**src/rtl/read_burst_req_ctrl_if.sv**
```systemverilog
// -----------------------------------------------------------------------------
// read_burst_req_ctrl_if
//   AXI read address (AR) and read data (R) handshake signals used by the VDMA
//   read burst request generator. Only the control fields are carried here.
//   R data flows directly to the read FIFO and does not pass through this block.
//
//   Valid/ready semantics: a transfer happens on a rising clock edge where both
//   valid and ready are 1. Once the master raises arvalid, it holds arvalid,
//   araddr and arlen stable until that edge.
//
//   Signals
//     arvalid  master->slave  AR request valid
//     araddr   master->slave  AR byte address (ASIZE bits)
//     arlen    master->slave  AR beats-1
//     arready  slave->master  AR accept
//     rvalid   slave->master  R beat valid
//     rlast    slave->master  R last beat of burst
//     rready   master->slave  R accept
// -----------------------------------------------------------------------------
interface read_burst_req_ctrl_if #(
  parameter int ASIZE = 32
);
  logic             arvalid;
  logic [ASIZE-1:0] araddr;
  logic [7:0]       arlen;
  logic             arready;
  logic             rvalid;
  logic             rlast;
  logic             rready;

  modport master (
    output arvalid, araddr, arlen, rready,
    input  arready, rvalid, rlast
  );

  modport slave (
    input  arvalid, araddr, arlen, rready,
    output arready, rvalid, rlast
  );
endinterface

```
**src/rtl/read_burst_req_ctrl.sv**
```systemverilog
// -----------------------------------------------------------------------------
// read_burst_req_ctrl
//   Read-side AXI burst request generator for the VDMA read channel. For each
//   frame it issues AR bursts of NOR_BURST_LEN beats, followed by one shorter
//   tail burst, starting at a base address. It counts the returning R beats.
//   When a burst completes, it pulses burst_done_o or tail_done_o back to the
//   line-length status stage. That stage answers with tail_status_i and
//   tail_len_i.
//
//   Ports
//     clock, rst        single clock; synchronous active-high reset
//     fsync_i           frame start pulse; baseaddr_i is latched with it
//     baseaddr_i        frame base byte address
//     fifo_afull_i      read FIFO almost full; holds off new AR issue only
//     tail_status_i     status stage: the next burst is the tail
//     tail_len_i        tail burst length in beats
//     axi               AR/R handshake (master modport)
//     burst_done_o      1-cycle pulse when a normal burst has been received
//     tail_done_o       1-cycle pulse when the tail burst has been received
//     frame_done_o      1-cycle pulse, one cycle after tail_done_o
//     busy_o            high in every state except IDLE
//     beat_err_o        sticky flag: rlast arrived at the wrong beat
//     state_o           current FSM state, for debug
//
//   Valid/ready semantics: arvalid is held together with a stable
//   araddr/arlen until the edge where arready is also 1. An R beat is
//   counted on any edge where rvalid and rready are both 1.
//   arvalid (ADDR state) and rready (DATA state) are never 1 at the same time.
// -----------------------------------------------------------------------------
module read_burst_req_ctrl #(
  parameter int NOR_BURST_LEN = 200,
  parameter int AXI_DSIZE     = 256,
  parameter int ASIZE         = 32,
  parameter int LSIZE         = 9,
  parameter int SETTLE        = 4
) (
  input  logic                  clock,
  input  logic                  rst,
  input  logic                  fsync_i,
  input  logic [ASIZE-1:0]      baseaddr_i,
  input  logic                  fifo_afull_i,
  input  logic                  tail_status_i,
  input  logic [LSIZE-1:0]      tail_len_i,
  read_burst_req_ctrl_if.master axi,
  output logic                  burst_done_o,
  output logic                  tail_done_o,
  output logic                  frame_done_o,
  output logic                  busy_o,
  output logic                  beat_err_o,
  output logic [2:0]            state_o
);

  localparam int BYTES_PER_BEAT = AXI_DSIZE / 8;

  typedef enum logic [2:0] {
    S_IDLE   = 3'd0,
    S_SETTLE = 3'd1,
    S_DECIDE = 3'd2,
    S_ADDR   = 3'd3,
    S_DATA   = 3'd4,
    S_DONE   = 3'd5,
    S_FEND   = 3'd6
  } state_e;

  state_e           state_q, state_d;
  // One counter serves two uses: it counts settle cycles in SETTLE and
  // received beats in DATA. It is cleared when either phase is entered.
  logic [8:0]       cnt_q, cnt_d;
  logic [ASIZE-1:0] addr_q, addr_d;
  logic [ASIZE-1:0] base_q, base_d;
  logic [8:0]       len_q, len_d;
  logic             is_tail_q, is_tail_d;
  logic             pend_q, pend_d;
  logic             err_q, err_d;
  logic [ASIZE-1:0] step;

  assign step = ASIZE'(len_q) * ASIZE'(BYTES_PER_BEAT);

  always_ff @(posedge clock) begin
    if (rst) begin
      state_q   <= S_IDLE;
      cnt_q     <= '0;
      addr_q    <= '0;
      base_q    <= '0;
      len_q     <= '0;
      is_tail_q <= 1'b0;
      pend_q    <= 1'b0;
      err_q     <= 1'b0;
    end else begin
      state_q   <= state_d;
      cnt_q     <= cnt_d;
      addr_q    <= addr_d;
      base_q    <= base_d;
      len_q     <= len_d;
      is_tail_q <= is_tail_d;
      pend_q    <= pend_d;
      err_q     <= err_d;
    end
  end

  always_comb begin
    state_d      = state_q;
    cnt_d        = cnt_q;
    addr_d       = addr_q;
    base_d       = base_q;
    len_d        = len_q;
    is_tail_d    = is_tail_q;
    pend_d       = pend_q;
    err_d        = err_q;
    axi.arvalid  = 1'b0;
    axi.araddr   = '0;
    axi.arlen    = '0;
    axi.rready   = 1'b0;
    burst_done_o = 1'b0;
    tail_done_o  = 1'b0;
    frame_done_o = 1'b0;

    // fsync always captures the new base address and clears the error
    // flag. Whether it also restarts the frame immediately depends on
    // the current state.
    if (fsync_i) begin
      base_d = baseaddr_i;
      err_d  = 1'b0;
    end

    unique case (state_q)
      S_IDLE: begin
        if (fsync_i) begin
          state_d = S_SETTLE;
          cnt_d   = '0;
          addr_d  = baseaddr_i;
        end
      end

      S_SETTLE: begin
        if (fsync_i) begin
          cnt_d  = '0;
          addr_d = baseaddr_i;
        end else if (cnt_q == 9'(SETTLE - 1)) begin
          state_d = S_DECIDE;
        end else begin
          cnt_d = cnt_q + 9'd1;
        end
      end

      S_DECIDE: begin
        if (fsync_i) begin
          state_d = S_SETTLE;
          cnt_d   = '0;
          addr_d  = baseaddr_i;
        end else begin
          // The status stage is sampled here, and only here. The sample
          // is retaken on every cycle that the FIFO holds us in DECIDE.
          len_d     = tail_status_i ? 9'(tail_len_i) : 9'(NOR_BURST_LEN);
          is_tail_d = tail_status_i;
          if (!fifo_afull_i) state_d = S_ADDR;
        end
      end

      S_ADDR: begin
        axi.arvalid = 1'b1;
        axi.araddr  = addr_q;
        axi.arlen   = 8'(len_q - 9'd1);
        if (fsync_i) pend_d = 1'b1;
        if (axi.arready) begin
          addr_d  = addr_q + step;
          cnt_d   = '0;
          state_d = S_DATA;
        end
      end

      S_DATA: begin
        axi.rready = 1'b1;
        if (fsync_i) pend_d = 1'b1;
        if (axi.rvalid) begin
          if (axi.rlast) begin
            // A burst always ends on rlast. The flag records when rlast
            // arrived at a beat other than the one requested.
            if (cnt_q != len_q - 9'd1) err_d = 1'b1;
            state_d = S_DONE;
          end else begin
            cnt_d = cnt_q + 9'd1;
          end
        end
      end

      S_DONE: begin
        cnt_d   = '0;
        state_d = S_SETTLE;
        if (pend_q || fsync_i) begin
          // A frame restart arrived during this burst. The drained burst
          // is not reported, and the new frame starts from the captured
          // base address.
          addr_d = base_d;
          pend_d = 1'b0;
        end else if (is_tail_q) begin
          tail_done_o = 1'b1;
          state_d     = S_FEND;
        end else begin
          burst_done_o = 1'b1;
        end
      end

      S_FEND: begin
        frame_done_o = 1'b1;
        if (fsync_i) begin
          state_d = S_SETTLE;
          cnt_d   = '0;
          addr_d  = baseaddr_i;
        end else begin
          state_d = S_IDLE;
        end
      end

      default: state_d = S_IDLE;
    endcase
  end

  assign busy_o     = (state_q != S_IDLE);
  assign beat_err_o = err_q;
  assign state_o    = state_q;

endmodule

```
**src/flat_wrapper.sv**
```systemverilog
// flat-port wrapper written by rule: the top's interface ports become plain ports
module read_burst_req_ctrl_flat 
#(
  parameter int NOR_BURST_LEN = 200,
  parameter int AXI_DSIZE     = 256,
  parameter int ASIZE         = 32,
  parameter int LSIZE         = 9,
  parameter int SETTLE        = 4
)
  (clock, rst, fsync_i, baseaddr_i, fifo_afull_i, tail_status_i, tail_len_i, burst_done_o, tail_done_o, frame_done_o, busy_o, beat_err_o, state_o, axi_arvalid, axi_araddr, axi_arlen, axi_rready, axi_arready, axi_rvalid, axi_rlast);
  read_burst_req_ctrl_if #(.ASIZE(ASIZE)) axi_i ();
  input  logic clock;
  input  logic rst;
  input  logic fsync_i;
  input  logic [ASIZE-1:0] baseaddr_i;
  input  logic fifo_afull_i;
  input  logic tail_status_i;
  input  logic [LSIZE-1:0] tail_len_i;
  output logic burst_done_o;
  output logic tail_done_o;
  output logic frame_done_o;
  output logic busy_o;
  output logic beat_err_o;
  output logic [2:0] state_o;
  output wire logic [$bits(axi_i.arvalid)-1:0] axi_arvalid;
  output wire logic [$bits(axi_i.araddr)-1:0] axi_araddr;
  output wire logic [$bits(axi_i.arlen)-1:0] axi_arlen;
  output wire logic [$bits(axi_i.rready)-1:0] axi_rready;
  input wire logic [$bits(axi_i.arready)-1:0] axi_arready;
  input wire logic [$bits(axi_i.rvalid)-1:0] axi_rvalid;
  input wire logic [$bits(axi_i.rlast)-1:0] axi_rlast;
  assign axi_arvalid = axi_i.arvalid;
  assign axi_araddr = axi_i.araddr;
  assign axi_arlen = axi_i.arlen;
  assign axi_rready = axi_i.rready;
  assign axi_i.arready = axi_arready;
  assign axi_i.rvalid = axi_rvalid;
  assign axi_i.rlast = axi_rlast;
  read_burst_req_ctrl #(.NOR_BURST_LEN(NOR_BURST_LEN), .AXI_DSIZE(AXI_DSIZE), .ASIZE(ASIZE), .LSIZE(LSIZE), .SETTLE(SETTLE)) u_core (.clock(clock), .rst(rst), .fsync_i(fsync_i), .baseaddr_i(baseaddr_i), .fifo_afull_i(fifo_afull_i), .tail_status_i(tail_status_i), .tail_len_i(tail_len_i), .axi(axi_i), .burst_done_o(burst_done_o), .tail_done_o(tail_done_o), .frame_done_o(frame_done_o), .busy_o(busy_o), .beat_err_o(beat_err_o), .state_o(state_o));
endmodule
```
**config.mk**
```make
export PLATFORM = sky130hd
export DESIGN_NAME = read_burst_req_ctrl_flat
export DESIGN_NICKNAME = d
export VERILOG_FILES = /design/src/rtl/read_burst_req_ctrl_if.sv /design/src/rtl/read_burst_req_ctrl.sv /design/src/flat_wrapper.sv
export SDC_FILE = /design/constraint.sdc
export NUM_CORES = 1
export LEC_CHECK = 0
export CAP_MARGIN = 20
export CORE_ASPECT_RATIO = 1.25
export CORE_MARGIN = 3
export CORE_UTILIZATION = 48
export DETAILED_ROUTE_END_ITERATION = 6
export GPL_TIMING_DRIVEN = 0
export PLACE_DENSITY = 0.77
export SLEW_MARGIN = 20
export SYNTH_ARGS = -nofsm -noshare
export SYNTH_HDL_FRONTEND = slang
export SYNTH_SLANG_ARGS = --single-unit
```
**constraint.sdc**
```tcl
create_clock -name clock -period 2.3 [get_ports clock]
set_input_delay 0.69 -clock clock [delete_from_list [all_inputs] [get_ports clock]]
set_output_delay 0.69 -clock clock [all_outputs]
set_load 0.1 [all_outputs]
```
# ---- Word-level counts from Yosys, hierarchy flattened
# Index checks and enable logic that the tools add are counted.
dict set report op_classes {
  addsub 3
  n_eq_ne 21
  mux 44
  bitwise 1
  reduce_logical 14
}
# cell n
set ops {}
lappend ops {{2-to-1 mux 32 bit} 5}
lappend ops {{one-hot mux 32 bit (3 select lines)} 1}
lappend ops {{2-to-1 mux 9 bit} 7}
lappend ops {{one-hot mux 9 bit (5 select lines)} 1}
lappend ops {{adder 32 x 14 -> 32 bit} 1}
lappend ops {{2-to-1 mux 3 bit} 10}
lappend ops {{one-hot mux 3 bit (7 select lines)} 1}
lappend ops {{2-to-1 mux 1 bit} 17}
lappend ops {{inequality test 2 bit (second input constant)} 6}
lappend ops {{inequality test 2 x 1 -> 1 bit (second input constant)} 5}
lappend ops {{adder 9 x 1 -> 9 bit (second input constant)} 1}
lappend ops {{== test 3 bit (second input constant)} 3}
lappend ops {{== test 9 x 2 -> 1 bit (second input constant)} 1}
lappend ops {{inequality test 9 bit} 1}
lappend ops {{subtractor 9 x 1 -> 9 bit (second input constant)} 1}
lappend ops {{2-to-1 mux 8 bit} 1}
lappend ops {{AND reduction 7 bit} 1}
lappend ops {{== test 3 x 2 -> 1 bit (second input constant)} 2}
lappend ops {{inequality test 3 bit (second input constant)} 2}
lappend ops {{AND reduction 6 bit} 1}
lappend ops {{nonzero test 3 bit} 2}
lappend ops {{nonzero test 5 bit} 1}
lappend ops {{AND reduction 4 bit} 1}
lappend ops {{OR reduction 4 bit} 1}
lappend ops {{10 further kinds} 10}
dict set report word_totals {
  reg_bits 88
  inputBits 49
  out_inout_bits 50
}

# ---- Depth between registers and ports, before layout
# Gate-level depths: netlist of run 1.
dict set report depth {
  word_depth 6
  depth_mapped 9
  mapped_depth_nobuf 8
}

# ---- Worst setup path after synthesis of run 1
# No wires, ideal clock.
dict set report synth_path {
  path_type {register to output}
  startpoint {register u_core.state_q[0], in the netlist u_core.state_o[0]}
  endpoint {output axi_araddr[21]}
  t_arrival_ps 3556
  path_slack_ps -1946
  path_stages_with_launch 7
  path_cell_list {dfxtp_1 > inv_1 > nor2_1 > nand2_1 > inv_1 > clkbuf_1 > and2_1}
}
dict set report synth_via {
  elab_chain_cells 2
}
# element line_no
set synth_lines {}
lappend synth_lines {{start, declared} read_burst_req_ctrl.sv:65} ;# state_e state_q, state_d;
lappend synth_lines {{start signal, assigned} read_burst_req_ctrl.sv:90} ;# state_q <= state_d;
lappend synth_lines {{== test 3 x 2 -> 1 bit} read_burst_req_ctrl.sv:126} ;# unique case (state_q)
lappend synth_lines {{2-to-1 mux 32 bit} read_burst_req_ctrl.sv:126}
lappend synth_lines {{end, declared} flat_wrapper.sv:26} ;# output wire logic [$bits(axi_i.araddr)-1:0] axi_araddr;
# No other way between the ends.

# ---- Worst setup path after layout of run 1
dict set report layout_path {
  startpoint {register u_core.len_q[0]}
  endpoint {output axi_arlen[7]}
}
dict set report layout_via {
  elab_chain_cells 2
}
# element line_no
set layout_lines {}
lappend layout_lines {{start, declared} read_burst_req_ctrl.sv:71} ;# logic [8:0] len_q, len_d;
lappend layout_lines {{start signal, assigned} read_burst_req_ctrl.sv:94} ;# len_q <= len_d;
lappend layout_lines {{subtractor 9 x 1 -> 9 bit} read_burst_req_ctrl.sv:163} ;# axi.arlen = 8'(len_q - 9'd1);
lappend layout_lines {{2-to-1 mux 8 bit} read_burst_req_ctrl.sv:126}
lappend layout_lines {{end, declared} flat_wrapper.sv:27} ;# output wire logic [$bits(axi_i.arlen)-1:0] axi_arlen;
# No other way between the ends.

==> flow_summary.yaml, run 1 <==
status:
  status: "finished, violations left"
  violations: "setup timing"
timing:
  maxSlewHeadroom: 0.3654
  tns_ns: -11.52
  finalHoldViolations: 0
  clock_skew_ns: 0.007733
  setup_ws_ns: -0.4720
  finalCritPeriodShare: 1.205
  max_freq_mhz: 360.8
  worst_slew_pin_slew_ns: 0.9558
  hold_slack_ns: 0.4790
  fin_crit_ns: 2.772
  rsz0062_at_grt: "true"
  drv_slew: 0
  setup_viol: 59
setup_path:
  cp_data_arrival_time_ns: 2.08
  r2r_cells: 12
  crit_required_ns: 1.61
  r2r_end: "u_core.addr_q[11]$_SDFFE_PP0P_"
  worstReg2RegStart: "u_core.len_q[0]$_SDFFE_PP0P_"
  worst_setup_path_end_kind: "output port"
  path_class: "flip-flop to output port"
  crit_start: "u_core.len_q[0]$_SDFFE_PP0P_"
  crit_end: "axi_arlen[7]"
  regToRegSetupSlack_ns: -0.40
  startpoint_type: "flip-flop"
  cp_max_fo: 3
routing:
  drc: 0
  wl_per_cell_microns: 20.93
  final_antenna_net_count: 0
  dr.first_iter.drc_count: 547
  viasPerCell: 6.311
  drt-pass1-iter-count: 6
  finalWirelength_microns: 19510
  vias: 5882
global_routing:
  grt_max_degree: 15
  grt_pass1_wl_microns: 28820
  antenna_found_initial: 0
  grt-ovfl-total: 0
  track_usage: 0.2960
  grt_pass1_vias: 5608
clocking:
  cts_made_buffers: 9
  clock-root-buffer: "clkbuf_16"
  cts_max_path_buffers: 2
  path_clk_slew_ns: 0.07
  h-tree-depth: 3
  cts_tree: "yes"
  clk_latency_ns: 0.35
  clock-sinks: 88
final_layout:
  layout_commonest_cell: "dfxtp_1"
  fill_cells: 763
  drive_gt1_frac: 0.2938
  utilization: 0.7583
  diodes: 0
  syn_to_final_growth_pct: 52.83
  final_cell_mix: "dfxtp_1 (79), nor2_1 (75), clkdlybuf4s50_1 (46)"
  final_nets: 857
synthesis:
  syn-num-nets: 711
  synth.distinct_cells: 72
  synth.area.top_cells: "dfxtp_1 (33%), mux2i_1 (6.6%), nor2_1 (6.5%), and2_1 (3.8%), a21oi_1 (3.7%)"
  async_flop_share: 0
  synth.largest_area_cell: "dfxtp_1"
  synth_edf_count: 0
  avgSynthCellArea_sq_um: 8.183
  dominantRegCellSynth: "dfxtp_1"
  ys.warnings.count: 0
  syn_inst: 650
  synth_top_cell_area_share: 0.3312
  ys_ff_latch: 88
  ys_seq_area_frac: 0.3312
  syn_area_sq_mm: 0.005319
pwr:
  power_frac_clock: 0.166
  vdd.ir_drop.worst_mv: 0.6193
  p_seq_frac: 0.272
  power_frac_comb: 0.562
  netSwitchingFraction: 0.4696
  internal_power_mw: 4.386
  leakagePower_nw: 3.187
  power_mw: 8.269
  powerDensity_mw_per_mm2: 1017
  switchingPower_mw: 3.883
floorplan:
  die_height_microns: 123.7
  start_util: 0.4961
  die-area_sq_mm: 0.01239
  core-area_sq_mm: 0.01072
  fp.dieW_microns: 100.2
  rows: 42
  ioPinCount: 99
place:
  globalplace.congestion: 0.9406
  dpl.hpwl_microns: 12870
  numPortBuffers: 97
worst_hold_path:
  min_path_type: "flip-flop to flip-flop"
flow_run:
  cap_violations: 0
[power groups by stage]
stage               registers (mW)  logic [mW]  clock network [mW]
global placement              2.23        3.74                   0
global route                  2.28        4.89                1.42
finish                        2.25        4.65                1.37
detailed placement            2.25        3.80                   0
floorplan                     2.28        2.77                   0
CTS                           2.21        4.29                1.37
[critical path: stages (launching register included)]
cell and delay, ns:
dfxtp_4 0.34, or3_4 0.38, or3_4 0.37, nor3_4 0.20
xnor2_2 0.12, nor2_4 0.15, buf_12 0.18
[logic make-up (layout without fill, tap and decap cells)]
| logic type | Yosys count | count (layout) | synth area share |
|---|---|---|---|
| adder cells (fa/ha/maj) | 12 | 12 | 0.02964 |
| AO/OA/AOI/OAI | 159 | 159 | 0.2209 |
| flip-flops | 88 | 88 | 0.3312 |
| XOR/XNOR | 28 | 28 | 0.04611 |
| AND/OR/NAND/NOR | 265 | 265 | 0.2515 |
| multiplexers | 35 | 35 | 0.06587 |
| buffers and inverters | 63 | 213 | 0.05481 |
[flip-flops by register name (all words and copies together), names as in the netlist]
register,cells
u_core.addr_q,32
u_core.base_q,32
u_core.beat_err_o,1
u_core.cnt_q,9
u_core.is_tail_q,1
u_core.len_q,9
u_core.pend_q,1
u_core.state_o,3
[metrics by stage]
step / cell area (sq um) / setup WS (ns) / instances
floorplan: 5610 / -0.3230 / 650
global placement: 6746 / -1.233 / 879
detailed placement: 6746 / -1.225 / 879
CTS: 7764 / -0.5149 / 919
global route: 8129 / -0.5385 / 932
finish: 8129 / -0.4720 / 932
[how the worst min path moves through the flow]
stage | slack (ns) | to | depth (start not counted) | startpoint
after floorplan | 0.44 | u_core.addr_q[0]$_SDFFE_PP0P_ | 2 | u_core.addr_q[0]$_SDFFE_PP0P_
after global placement | 0.46 | u_core.base_q[30]$_SDFF_PP0_ | 2 | u_core.base_q[30]$_SDFF_PP0_
after detailed placement | 0.46 | u_core.addr_q[3]$_SDFFE_PP0P_ | 2 | u_core.addr_q[3]$_SDFFE_PP0P_
after CTS | 0.48 | u_core.base_q[30]$_SDFF_PP0_ | 2 | u_core.base_q[30]$_SDFF_PP0_
after global routing | 0.50 | u_core.base_q[30]$_SDFF_PP0_ | 2 | u_core.base_q[30]$_SDFF_PP0_
final | 0.48 | u_core.base_q[26]$_SDFF_PP0_ | 2 | u_core.base_q[26]$_SDFF_PP0_
[per-layer routing]
layer,vias up,GRT usage,share of wire
li1,2679,-,-
met1,2806,0.3449,0.37
met2,320,0.5240,0.52
met3,77,0.05042,0.079
met4,0,0.1424,0.040
met5,-,0,0
[cells in the mapped netlist (all sizes together) (12+ instances only)]
library cell and instances:
nand4 14, xnor2 16, clkbuf 27, a21oi 39, nor2 94, nand2 40, a31oi 14, and2 33
nand3 18, inv 14, dfxtp 88, buf 22, o21ai 20, mux2i 35, xor2 12
[final cells by class]
type	instances	area [sq um]	share of cell area
clock buffers	11	242.7	0.02986
plain buffers	47	349.1	0.04294
well taps	132	165.2	0.02032
inverters	14	70.07	0.008619
multi-input cells	499	3725	0.4582
repair buffers	137	1767	0.2173
flip-flops and latches	88	1788	0.2199
clock inverters	4	22.52	0.002771
[what timing repair did]
item | 4_1_cts | 5_1_grt
hold buffers | 0 | 0
pin swaps | 14 | 47
setup endpoints to repair | 114 | 98
gates resized for setup | 434 | 74
gates cloned | 2 | 1
buffers inserted | 23 | 16
(Power assumes the default switching activity.)
==> run 2, diff against run 1 <==
--- a/config.mk
+++ b/config.mk
@@ -12,6 +12,7 @@
 export DETAILED_ROUTE_END_ITERATION = 6
 export GPL_TIMING_DRIVEN = 0
 export PLACE_DENSITY = 0.77
+export RECOVER_POWER = 100
 export SLEW_MARGIN = 20
 export SYNTH_ARGS = -nofsm -noshare
 export SYNTH_HDL_FRONTEND = slang
==> run 2 against run 1 <==
  * The run still ends with setup timing left
  * Die area is the same
  * First-iteration DRC count fell by 1.5%
  * Final area is 0.28% lower
  * Critical path depth did not move
  * Utilization down 0.21 points
==> flow_summary.yaml, run 2 (same netlist as run 1, synthesis figures left out) <==
routing:
  drc: 0
  drt-pass1-iter-count: 6
  vias: 5850
  viasPerCell: 6.277
  finalWirelength_microns: 19570
  dr.first_iter.drc_count: 539
  wl_per_cell_microns: 21.00
  final_antenna_net_count: 0
global_routing:
  grt-ovfl-total: 0
  grtUsageMet1: 0.3449
  busiest_layer: "met2"
  antenna_found_initial: 0
  grt_use_met2: 0.5240
  track_usage: 0.2960
  met3_usage: 0.05042
  grt_max_degree: 15
  grt_pass1_vias: 5608
  grt_pass1_wl_microns: 28820
timing:
  finalHoldViolations: 0
  hold_slack_ns: 0.4791
  clock_skew_ns: 0.007788
  maxSlewHeadroom: 0.3656
  max_freq_mhz: 361.0
  worst_slew_pin_slew_ns: 0.9554
  setup_ws_ns: -0.4700
  rsz0062_at_grt: "true"
  drv_slew: 0
  setup_viol: 63
  fin_crit_ns: 2.770
  tns_ns: -13.93
  finalCritPeriodShare: 1.204
place:
  numPortBuffers: 97
  dpl.cell_count: 879
  dpl.hpwl_microns: 12870
  placed_area_sq_mm: 0.006746
  globalplace.congestion: 0.9406
  pre_cts_slack_ns: -1.225
clocking:
  h-tree-depth: 3
  clock-sinks: 88
  cts-hold-fix-buffers: 0
  clk_latency_ns: 0.35
  cts_tree: "yes"
  path_clk_slew_ns: 0.07
  cts_made_buffers: 9
  clock-root-buffer: "clkbuf_16"
  cts_max_path_buffers: 2
pwr:
  powerDensity_mw_per_mm2: 1018
  leakagePower_nw: 3.181
  power_mw: 8.249
  vdd.ir_drop.worst_mv: 0.6187
final_layout:
  layout_commonest_cell: "dfxtp_1"
  fill_cells: 764
  register_area_sq_mm: 0.001784
  layout.cells.non_filler: 932
  final_cell_mix: "dfxtp_1 (80), nor2_1 (76), clkdlybuf4s50_1 (45)"
  drive_gt1_frac: 0.2900
  largestRegisters: "u_core.addr_q x32, u_core.base_q x32"
  final_nets: 857
  diodes: 0
  syn_to_final_growth_pct: 52.41
  final_area_sq_mm: 0.008107
  utilization: 0.7562
  multi_input_area_sq_mm: 0.003722
setup_path:
  path_class: "flip-flop to output port"
  cp_max_fo: 3
  worstReg2RegStart: "u_core.len_q[0]$_SDFFE_PP0P_"
  r2r_end: "u_core.addr_q[25]$_SDFFE_PP0P_"
  crit_required_ns: 1.61
  cpMostUsedCell: "or3_4"
  crit_start: "u_core.len_q[0]$_SDFFE_PP0P_"
  startpoint_type: "flip-flop"
  cp_data_arrival_time_ns: 2.08
  path_cells: "or3_4 -> or3_4 -> nor3_4 -> xnor2_2 -> nor2_4 -> buf_12"
  r2r_cells: 12
  regToRegSetupSlack_ns: -0.40
  crit_slowest_cell: "or3_4"
  crit_end: "axi_arlen[7]"
  worst_setup_path_end_kind: "output port"
  slowest_delay_ns: 0.38
worst_hold_path:
  hold_depth: 2
  min_path_type: "flip-flop to flip-flop"
floorplan:
  fp.dieW_microns: 100.2
  die-area_sq_mm: 0.01239
  rows: 42
  die_height_microns: 123.7
  ioPinCount: 99
  core-area_sq_mm: 0.01072
  start_util: 0.4961
flow_run:
  cap_violations: 0
status:
  violations: "setup timing"
  status: "finished, violations left"
-- run 2: routing by layer --
metal / wire length [microns] / up-vias
met4: 687 / 0
met2: 10150 / 311
met1: 7297 / 2803
li1: - / 2680
met5: 0 / -
met3: 1435 / 56
-- run 2: worst min-delay path by stage --
stage / from / to / slack, ns
global placement: u_core.base_q[30]$_SDFF_PP0_ / u_core.base_q[30]$_SDFF_PP0_ / 0.46
finish: u_core.base_q[26]$_SDFF_PP0_ / u_core.base_q[26]$_SDFF_PP0_ / 0.48
CTS: u_core.base_q[30]$_SDFF_PP0_ / u_core.base_q[30]$_SDFF_PP0_ / 0.48
detailed placement: u_core.addr_q[3]$_SDFFE_PP0P_ / u_core.addr_q[3]$_SDFFE_PP0P_ / 0.46
global route: u_core.base_q[30]$_SDFF_PP0_ / u_core.base_q[30]$_SDFF_PP0_ / 0.50
floorplan: u_core.addr_q[0]$_SDFFE_PP0P_ / u_core.addr_q[0]$_SDFFE_PP0P_ / 0.44
-- run 2: report_power, final --
group	leakage [nW]	internal, mW	switching, mW
Clock	0.131	0.751	0.621
Combinational	2.32	1.77	2.86
Sequential	0.729	1.85	0.396
Total	3.18	4.37	3.88
-- run 2: critical path, delay by kind of cell, from the launching register on --
family / cells / cell delay [ns]
buffers and inverters: 1 / 0.18
xor gates and xnor gates: 1 / 0.12
and+or+nand+nor: 4 / 1.10
DFF: 1 / 0.34
-- run 2: timing repair --
action                                 in CTS  in global routing
gates resized for setup                   434                 74
endpoints found under the hold margin       0                  0
gates cloned                                2                  1
pin swaps                                  14                 47
buffers inserted                           23                 16
setup endpoints to repair                 114                 98
-- run 2: cell type report --
class                      count  share of cell area
multi-input combinational    499              0.4592
clock inverter                 4            0.002778
tap                          132             0.02037
buffer                        47             0.04244
clock buffer                  11             0.02994
sequential                    88              0.2201
inverter                      14            0.008643
timing repair buffer         137              0.2165
==> run 3, diff against run 2 <==
--- a/config.mk
+++ b/config.mk
@@ -10,7 +10,7 @@
 export CORE_MARGIN = 3
 export CORE_UTILIZATION = 48
 export DETAILED_ROUTE_END_ITERATION = 6
-export GPL_TIMING_DRIVEN = 0
+export GPL_TIMING_DRIVEN = 1
 export PLACE_DENSITY = 0.77
 export RECOVER_POWER = 100
 export SLEW_MARGIN = 20
==> run 3 against run 2 <==
  * The run still ends with setup timing left
  * Clock power grew 8%
  * Critical path type unchanged
  * Critical endpoint unchanged
  * Die area unchanged
  * Critical path depth unchanged
  * Total power rose by 4.5%
  * Via count rose by 3.3%
  * Global-route usage fell by 1.2 points
  * Largest cell class unchanged
  * Final area grew 2.7%
==> flow_summary.yaml, run 3 (same netlist as run 1, synthesis figures left out) <==
status:
  violations: "setup timing"
  status: "finished, violations left"
final_layout:
  final_cell_mix: "dfxtp_1 (83), nor2_1 (76), buf_4 (59)"
  drive_gt1_frac: 0.3130
  final_area_sq_mm: 0.008325
  diodes: 0
  syn_to_final_growth_pct: 56.53
  layout_commonest_cell: "dfxtp_1"
  final_nets: 858
  fill_cells: 663
  largestRegisters: "u_core.addr_q x32, u_core.base_q x32"
timing:
  finalHoldViolations: 0
  finalCritPeriodShare: 1.182
  drv_slew: 0
  setup_ws_ns: -0.4196
  rsz0062_at_grt: "true"
  maxSlewHeadroom: 0.4872
  fin_crit_ns: 2.720
  hold_slack_ns: 0.4727
  worst_slew_pin_slew_ns: 0.7692
  clock_skew_ns: 0.006485
  setup_viol: 56
  max_freq_mhz: 367.7
global_routing:
  grt_max_degree: 59
  track_usage: 0.2845
  grt-ovfl-total: 0
  antenna_found_initial: 0
  grt_pass1_vias: 5775
  grt_pass1_wl_microns: 28420
routing:
  vias: 6041
  wl_per_cell_microns: 21.02
  final_antenna_net_count: 0
  viasPerCell: 6.468
  drt-pass1-iter-count: 6
  dr.first_iter.drc_count: 569
  drc: 0
  finalWirelength_microns: 19630
setup_path:
  path_class: "flip-flop to output port"
  crit_required_ns: 1.61
  startpoint_type: "flip-flop"
  cpMostUsedCell: "or3_4"
  crit_slowest_cell: "or3_4"
  cp_data_arrival_time_ns: 2.03
  path_cells: "or3_4 -> or3_4 -> nor3_4 -> xnor2_2 -> nor2_4 -> buf_12"
  worst_setup_path_end_kind: "output port"
  regToRegSetupSlack_ns: -0.17
  slowest_delay_ns: 0.39
  cp_max_fo: 3
clocking:
  clock-sinks: 88
  path_clk_slew_ns: 0.06
  cts-hold-fix-buffers: 0
  clk_latency_ns: 0.35
  clock-root-buffer: "clkbuf_16"
  h-tree-depth: 3
  cts_made_buffers: 9
  cts_tree: "yes"
  cts_max_path_buffers: 2
place:
  placed_area_sq_mm: 0.007483
  dpl.hpwl_microns: 12310
  globalplace.congestion: 0.9236
  numPortBuffers: 98
pwr:
  powerDensity_mw_per_mm2: 1035
  power_mw: 8.617
  leakagePower_nw: 3.262
  vdd.ir_drop.worst_mv: 0.6359
worst_hold_path:
  min_path_type: "flip-flop to flip-flop"
floorplan:
  core-area_sq_mm: 0.01072
  rows: 42
  fp.dieW_microns: 100.2
  start_util: 0.4961
  die-area_sq_mm: 0.01239
  ioPinCount: 99
  die_height_microns: 123.7
flow_run:
  cap_violations: 0
run 3: repair_timing:
item                                    CTS  global route
gates resized for setup                  29            47
endpoints found under the setup margin   40            51
setup buffers                             3            20
pin swaps                                23            37
gates cloned                              0             3
run 3: where the power goes:
part	leakage, nW	internal (mW)	switching, mW	total [mW]
clock network	0.140	0.872	0.613	1.48
logic	2.40	1.99	2.85	4.84
registers	0.727	1.85	0.442	2.29
run 3: layout make-up:
| type | instances | area (sq um) | area share |
|---|---|---|---|
| Timing Repair Buffer | 185 | 2208 | 0.2653 |
| Multi-Input combinational cell | 499 | 3815 | 0.4582 |
| Sequential cell | 88 | 1773 | 0.2130 |
| Clock buffer | 13 | 250.2 | 0.03006 |
| Clock inverter | 3 | 42.54 | 0.005110 |
| Inverter | 14 | 71.32 | 0.008566 |
| Tap cell | 132 | 165.2 | 0.01984 |
run 3: layer usage:
metal	vias up	track usage	part of all wire
met2	401	0.5066	0.51
met5	-	0	0
li1	2664	-	-
met3	98	0.05490	0.084
met4	0	0.1356	0.051
met1	2878	0.3253	0.36
run 3: per-stage QoR:
step | std cells | worst slack, ns | TNS, ns | utilization
after floorplan | 650 | -0.3230 | -0.6810 | -
after global placement | 893 | -0.1500 | -2.771 | 0.6981
after detailed placement | 893 | -0.2295 | -5.019 | 0.6981
after CTS | 911 | -0.3928 | -2.729 | 0.7416
after global routing | 934 | -0.4716 | -8.390 | 0.7766
final | 934 | -0.4196 | -3.371 | 0.7766
run 3: critical path: cells and delay by family (launching register included):
kind	cells	cell delay, ns
buffers and inverters	1	0.18
AND/OR/NAND/NOR	4	1.06
XOR/XNOR	1	0.11
flip-flops	1	0.33
run 3: worst paths after layout:
check / endpoint / from / depth (start not counted)
worst max-delay path: axi_arlen[7] / u_core.len_q[0]$_SDFFE_PP0P_ / 6
worst min register to register: u_core.addr_q[0]$_SDFFE_PP0P_ / u_core.addr_q[0]$_SDFFE_PP0P_ / 2
worst min-delay path: u_core.addr_q[0]$_SDFFE_PP0P_ / u_core.addr_q[0]$_SDFFE_PP0P_ / 2
worst max register to register: u_core.addr_q[28]$_SDFFE_PP0P_ / u_core.state_o[0]$_SDFFE_PP0P_ / 9
